==> config.mk <==
export PLATFORM = sky130hd
export DESIGN_NAME = cache_mem_arbiter
export DESIGN_NICKNAME = d
export VERILOG_FILES = /design/src/rtl/cache_mem_arbiter.sv
export SDC_FILE = /design/constraint.sdc
export NUM_CORES = 1
export LEC_CHECK = 0
export ABC_AREA = 0
export BUFFER_PORTS_ARGS = -buffer_cell sky130_fd_sc_hd__clkbuf_2
export CAP_MARGIN = 30
export CORE_AREA = 2 2 117 119
export CTS_BUF_LIST = sky130_fd_sc_hd__clkbuf_4
export DETAILED_ROUTE_END_ITERATION = 7
export DIE_AREA = 0 0 119 121
export PLACE_DENSITY = 0.56
export SYNTH_ARGS = -nofsm -noshare
export SYNTH_HDL_FRONTEND = slang
export SYNTH_SLANG_ARGS = --single-unit
==> constraint.sdc <==
create_clock -name clk -period 2.4 [get_ports clk]
set_input_delay 0.48 -clock clk [delete_from_list [all_inputs] [get_ports clk]]
set_output_delay 0.48 -clock clk [all_outputs]
set_load 0.02 [all_outputs]
==> src/rtl/cache_mem_arbiter.sv <==
// Refill/writeback arbiter: grants the Icache, the Dcache or a Dcache writeback
// onto the single-ported memory bus and runs each grant as a line-sized burst.
module cache_mem_arbiter #(
  parameter int unsigned LINE_WORDS = 4,
  parameter int unsigned BEAT_W     = 4
) (
  input  logic              clk,
  input  logic              rst,
  input  logic              icache_rreq_i,
  input  logic [31:0]       icache_raddr_i,
  output logic              icache_rvalid_o,
  output logic [31:0]       icache_rdata_o,
  output logic              icache_rdone_o,
  input  logic              dcache_rreq_i,
  input  logic [31:0]       dcache_raddr_i,
  output logic              dcache_rvalid_o,
  output logic [31:0]       dcache_rdata_o,
  output logic              dcache_rdone_o,
  input  logic              dcache_wreq_i,
  input  logic [31:0]       dcache_waddr_i,
  input  logic [31:0]       dcache_wdata_i,
  output logic [BEAT_W-1:0] dcache_wbeat_o,
  output logic              dcache_wnext_o,
  output logic              dcache_wdone_o,
  output logic              mem_req_o,
  output logic              mem_we_o,
  output logic [31:0]       mem_addr_o,
  output logic [31:0]       mem_wdata_o,
  input  logic              mem_ack_i,
  input  logic [31:0]       mem_rdata_i
);

  localparam int unsigned       OFF_W     = $clog2(LINE_WORDS) + 2;
  localparam logic [31:0]       LINE_MASK = 32'((1 << OFF_W) - 1);
  localparam logic [BEAT_W-1:0] LAST_BEAT = BEAT_W'(LINE_WORDS - 1);

  typedef enum logic [1:0] {IDLE, WB, RD_D, RD_I} state_e;

  state_e            state_q, state_d;
  logic [BEAT_W-1:0] cnt_q, cnt_d;
  logic [31:0]       base_q, base_d;
  logic              last_rd_q, last_rd_d;  // 1: the Dcache got the most recent read grant
  logic              active;
  logic              beat_ack;
  logic              last_beat;

  assign active    = (state_q != IDLE);
  assign beat_ack  = active && mem_ack_i;
  assign last_beat = (cnt_q == LAST_BEAT);

  // Grant selection in IDLE, beat sequencing in the burst states
  always_comb begin
    state_d   = state_q;
    cnt_d     = cnt_q;
    base_d    = base_q;
    last_rd_d = last_rd_q;
    unique case (state_q)
      IDLE: begin
        cnt_d = '0;
        if (dcache_wreq_i) begin
          state_d = WB;
          base_d  = dcache_waddr_i & ~LINE_MASK;
        end else if (dcache_rreq_i && (!icache_rreq_i || !last_rd_q)) begin
          state_d = RD_D;
          base_d  = dcache_raddr_i & ~LINE_MASK;
        end else if (icache_rreq_i) begin
          state_d = RD_I;
          base_d  = icache_raddr_i & ~LINE_MASK;
        end
      end
      default: begin
        if (beat_ack) begin
          cnt_d = cnt_q + BEAT_W'(1);
          if (last_beat) begin
            state_d = IDLE;
            cnt_d   = '0;
            if (state_q == RD_D) begin
              last_rd_d = 1'b1;
            end else if (state_q == RD_I) begin
              last_rd_d = 1'b0;
            end
          end
        end
      end
    endcase
  end

  always_ff @(posedge clk or negedge rst) begin
    if (!rst) begin
      state_q   <= IDLE;
      cnt_q     <= '0;
      base_q    <= '0;
      last_rd_q <= 1'b0;
    end else begin
      state_q   <= state_d;
      cnt_q     <= cnt_d;
      base_q    <= base_d;
      last_rd_q <= last_rd_d;
    end
  end

  // Memory side is decoded from the state flops so it drops with reset immediately
  assign mem_req_o   = active;
  assign mem_we_o    = (state_q == WB);
  assign mem_addr_o  = base_q + (32'(cnt_q) << 2);
  assign mem_wdata_o = dcache_wdata_i;

  assign dcache_wbeat_o  = cnt_q;
  assign dcache_wnext_o  = beat_ack && (state_q == WB);
  assign dcache_wdone_o  = dcache_wnext_o && last_beat;
  assign dcache_rvalid_o = beat_ack && (state_q == RD_D);
  assign dcache_rdone_o  = dcache_rvalid_o && last_beat;
  assign icache_rvalid_o = beat_ack && (state_q == RD_I);
  assign icache_rdone_o  = icache_rvalid_o && last_beat;
  assign dcache_rdata_o  = mem_rdata_i;
  assign icache_rdata_o  = mem_rdata_i;

endmodule

# Word-level counts from Yosys, hierarchy flattened

Index checks and enable logic that the tools add are counted.

Bitwise gates (word level): 1
Reduce and logical (&&, ||, !) cells: 20
Add/subtract/negate cells: 2
Eq/ne operators: 5
Mux-type cells: 14

Operators by type and width:

| kind                  | number |
|---|---|
| $mux W32              | 3 |
| $add A32 B6 Y32       | 1 |
| $mux W2               | 6 |
| $mux W4               | 3 |
| $logic_and A1 B1 Y1   | 8 |
| $reduce_bool A2 Y1    | 4 |
| $add A4 B1 Y4 const B | 1 |
| $eq A2 B2 Y1 const B  | 2 |
| $eq A4 B2 Y1 const B  | 1 |
| $ne A4 B4 Y1 const B  | 1 |
| $reduce_and A4 Y1     | 1 |
| $reduce_and A3 Y1     | 1 |
| $reduce_bool A3 Y1    | 1 |
| $eq A2 B1 Y1 const B  | 1 |
| $logic_not A1 Y1      | 2 |
| $logic_not A2 Y1      | 1 |
| $mux W1               | 2 |
| $reduce_and A2 Y1     | 1 |
| $logic_or A1 B1 Y1    | 1 |
| $not A1 Y1            | 1 |

Logic and storage cells: 46
Bits in registers: 39
Output and inout bits: 140
Input port bits: 166

# Longest topological paths before layout

Depth in word-level cells: 6
Gate-level depth with buffers: 7
Depth with buffers taken out: 7

# Worst setup path after synthesis

Ideal clock, no wire load.

Path type: register to output
From: register cnt_q[2], in the netlist dcache_wbeat_o[2]
To: output port mem_addr_o[24]
Path buffers: 0
Arrival: 2242 ps
Slack: -322 ps
Stages on the path, launching flop included: 8
Data required time: 1920 ps
Cell sequence: dfrtp_1 -> ha_1 -> inv_1 -> fa_1 -> nand4b_1 -> nor4_2 -> nand3_1 -> xnor2_1

Longest elaborated chain between the ends: 1

Ends and longest elaborated chain:

| element                | RTL line | RTL |
|---|---|---|
| from (decl)            | 40       | `logic [BEAT_W-1:0] cnt_q, cnt_d;` |
| from (signal assigned) | 96       | `cnt_q <= cnt_d;` |
| $add A32 B6 Y32        | 105      | `assign mem_addr_o = base_q + (32'(cnt_q) << 2);` |
| to (decl)              | 27       | `output logic [31:0] mem_addr_o,` |

Every way passes these cells.

# Worst setup path in the final report

From: register base_q[4]
To: output port mem_addr_o[24]

Longest elaborated chain between the ends: 1

Ends and longest elaborated chain:

| element                | RTL line | RTL |
|---|---|---|
| from (decl)            | 41       | `logic [31:0] base_q, base_d;` |
| from (signal assigned) | 97       | `base_q <= base_d;` |
| $add A32 B6 Y32        | 105      |  |

Every way passes these cells.

==> results.py <==
metrics = {
    "pwr": {
        "internal_power_w": 0.00200,
        "clockPowerShare_pct": 9.2,
        "swShare_pct": 46.8,
        "p_per_area_nw_per_um2": 883,
        "seqPwrFrac_pct": 33.7,
        "p_sw_w": 0.00176,
        "peakVddDrop_mv": 0.245,
        "leakagePower_nw": 2.15,
        "finalPower_w": 0.00376,
        "power_frac_comb_pct": 57.1,
    },
    "setup_path": {
        "slowest_delay_ns": 0.41,
        "path_class": "flop to primary output",
        "end_kind": "primary output",
        "worstPathCellList": "ha_4 -> inv_2 -> fa_2 -> nand4b_1 -> buf_4 -> nor4_4 -> buf_6 -> nand3_2 -> xnor2_2 -> clkbuf_8",
        "start_kind": "flop",
        "cp_slowest_cell": "dfrtp_1",
        "path_buf_inv": 4,
        "required_ns": 1.92,
        "critical-path-top-delay-family": "buffers and inverters",
        "cp_max_fo": 5,
        "worstPathArrival_ns": 2.42,
    },
    "sta": {
        "skew_ns": 0.0224,
        "max_freq_mhz": 345,
        "hold_violations": 0,
        "slew_viol_final": 0,
        "hold_ws_ns": 0.152,
        "setup_viol": 25,
        "slew_headroom_pct": 63.8,
        "setup_slack_ns": -0.498,
        "fin_crit_sh_pct": 121,
        "timing.final.crit_period_ns": 2.90,
        "grt_setup_unrepaired": "yes",
        "tightestPinTransition_ns": 0.543,
        "fin_setup_tns_ns": -7.58,
    },
    "synthesis": {
        "synth_most_common_cell": "buf_4",
        "synth-seq-cells": 35,
        "synthArstFlopShare_pct": 100,
        "synth_edf_count": 0,
        "synthDistinctLibCells": 36,
        "synthFlopType": "dfrtp_1",
        "synth_area_leaders": "dfrtp_1 26%, buf_4 23%, mux2_2 9.5%, mux2i_1 8.7%, xnor2_1 5.8%",
        "synthTopCellsByCount": "102 x buf_4, 48 x nand2_1, 35 x dfrtp_1",
        "ys_seq_area_share_pct": 26.3,
        "yosys.area.top_type": "dfrtp_1",
        "netlist.area_leader.share_pct": 26.3,
        "syn-instance-count": 384,
        "avgSynthCellArea_um2": 8.68,
        "yosys_warnings": 0,
        "synth_area_um2": 3330,
    },
    "floorplanning": {
        "die_x_um": 119,
        "dieHeight_um": 121,
        "dieArea_um2": 14400,
        "fp-row-count": 42,
        "start_util_pct": 25.5,
        "core_um2": 13100,
        "io_pins": 306,
    },
    "drt": {
        "drt-total-wl_um": 8890,
        "wl_per_cell_um": 14.4,
        "viasPerCell": 4.25,
        "vias": 2629,
        "antenna_left": 0,
        "first_iter_violations": 66,
        "dr.pass1.iters": 4,
        "drc_errors": 0,
    },
    "clocking": {
        "cts.clk_slew.worst_paths_ns": 0.14,
        "cts_tree": "yes",
        "clk_latency_ns": 0.36,
        "cts_buffers": 5,
        "cts_max_level": 2,
        "root_buffer": "clkbuf_4",
        "ctsHoldBuffers": 0,
        "clk_path_buf_depth": 2,
        "cts_sinks": 35,
    },
    "finish": {
        "fillCellCount": 1350,
        "fin_util_pct": 32.6,
        "multi_input_area_um2": 1990,
        "area_delta_synth_final_pct": 27.9,
        "drive_gt1_share_pct": 56.7,
        "nets": 610,
        "seq_area_um2": 881,
    },
    "place": {
        "gp_congestion": 0.783,
        "post-dp-hpwl_um": 6830,
        "portBuffers": 131,
    },
    "global_route": {
        "grt_pass1_vias": 2836,
        "grt_pass1_wl_um": 14000,
        "track_usage_pct": 12.2,
        "antenna_found_initial": 1,
        "overflow": 0,
        "grt_max_degree": 36,
    },
    "flow_run": {
        "drv_cap": 0,
    },
    "run_status": {
        "violations": "negative setup slack",
        "status": "finished, violations left",
    },
    "worst_hold_path": {
        "hold_class": "input port to asynchronous set/reset pin",
    },
}
worst paths after layout:
| kind | slack [ns] | cells past startpoint | start | end |
|---|---|---|---|---|
| setup reg to reg | 0.63 | 5 | last_rd_q | base_q[22] |
| max in group asynchronous | 1.87 | 2 | rst | base_q[20] |
| hold / removal | 0.15 | 2 | rst | base_q[31] |
| min in group clk | 0.41 | 3 | dcache_waddr_i[31] | base_q[31] |
| hold reg to reg | 0.54 | 2 | base_q[25] | base_q[25] |
| setup / recovery | -0.50 | 10 | base_q[4] | mem_addr_o[24] |
sequential cells by signal, summed over array words and instances (netlist names):
register,count
base_q,28
state_q,2
last_rd_q,1
dcache_wbeat_o,4
area by class of cell:
class	instances	share of cell area [%]
clock inverters	3	0.470
multi-input cells	228	46.7
clock buffers	5	0.881
repair buffers	162	25.3
well taps	176	5.17
flip-flops and latches	35	20.7
diodes	1	0.0587
inverters	8	0.704
through the flow:
stage,area [um2],setup slack [ns],cells
floorplan,3420,-0.0420,385
global placement,3660,-0.143,597
detailed placement,3660,-0.118,597
CTS,4020,-0.529,609
global route,4260,-0.653,618
finish,4260,-0.498,618
power by group through the flow:
stage	sequential (W)	combinational [W]	clock, W
CTS	0.00124	0.00204	0.000358
global placement	0.00121	0.00181	0
global route	0.00132	0.00234	0.000377
detailed placement	0.00123	0.00183	0
floorplan	0.00117	0.00145	0
finish	0.00127	0.00215	0.000346
worst register-to-register path: cells and delay by family (launching register included):
kind / cells / cell delay, ns
muxes: 2 / 0.59
AOI/OAI and AO/OA: 2 / 0.28
DFF: 1 / 0.46
buffers and inverters: 1 / 0.32
cells by family (layout without fill, tap and decap cells):
family	count (synthesis)	after routing	synth area share [%]
buf+inv	122	178	25.4
xor+xnor	27	27	7.10
mux	57	57	18.2
other cells	1	3	0.113
flops	35	35	26.3
simple gates	102	102	15.4
fa+ha+maj	4	4	1.73
compound gates	36	36	5.78
repair_timing:
action / in CTS / in global routing
pin swaps: 9 / 18
setup endpoints to repair: 26 / 27
gates resized for setup: 64 / 53
buffers inserted: 3 / 7
cloned: 1 / 0
placed cells by master (no fill, tap or decap), types with 3 or more instances in the layout:
cell type    n
nor2_4       3
buf_8        4
dfrtp_2      4
clkbuf_2   104
and2_1       3
xor2_1       4
nor2_1       9
buf_6       10
mux2_2      28
nand2_4      5
nand3_1      5
nand2_1     41
clkbuf_8     7
clkbuf_4     6
nor3_1       3
dfrtp_1     31
inv_1        7
xnor2_2     14
mux2i_1     29
buf_4       35
nand3_4      3
xnor2_1      6
o21ai_0     28
nand4_1      8
layer usage:
metal | up-vias | share of wire (%) | GRT usage (%)
met4 | 0 | 2.8 | 5.88
li1 | 1297 | - | -
met3 | 34 | 6.1 | 3.01
met1 | 1192 | 42 | 14.3
met2 | 106 | 49 | 20.9
met5 | - | 0 | 0
Note: power is estimated with default switching activity, not from simulation.
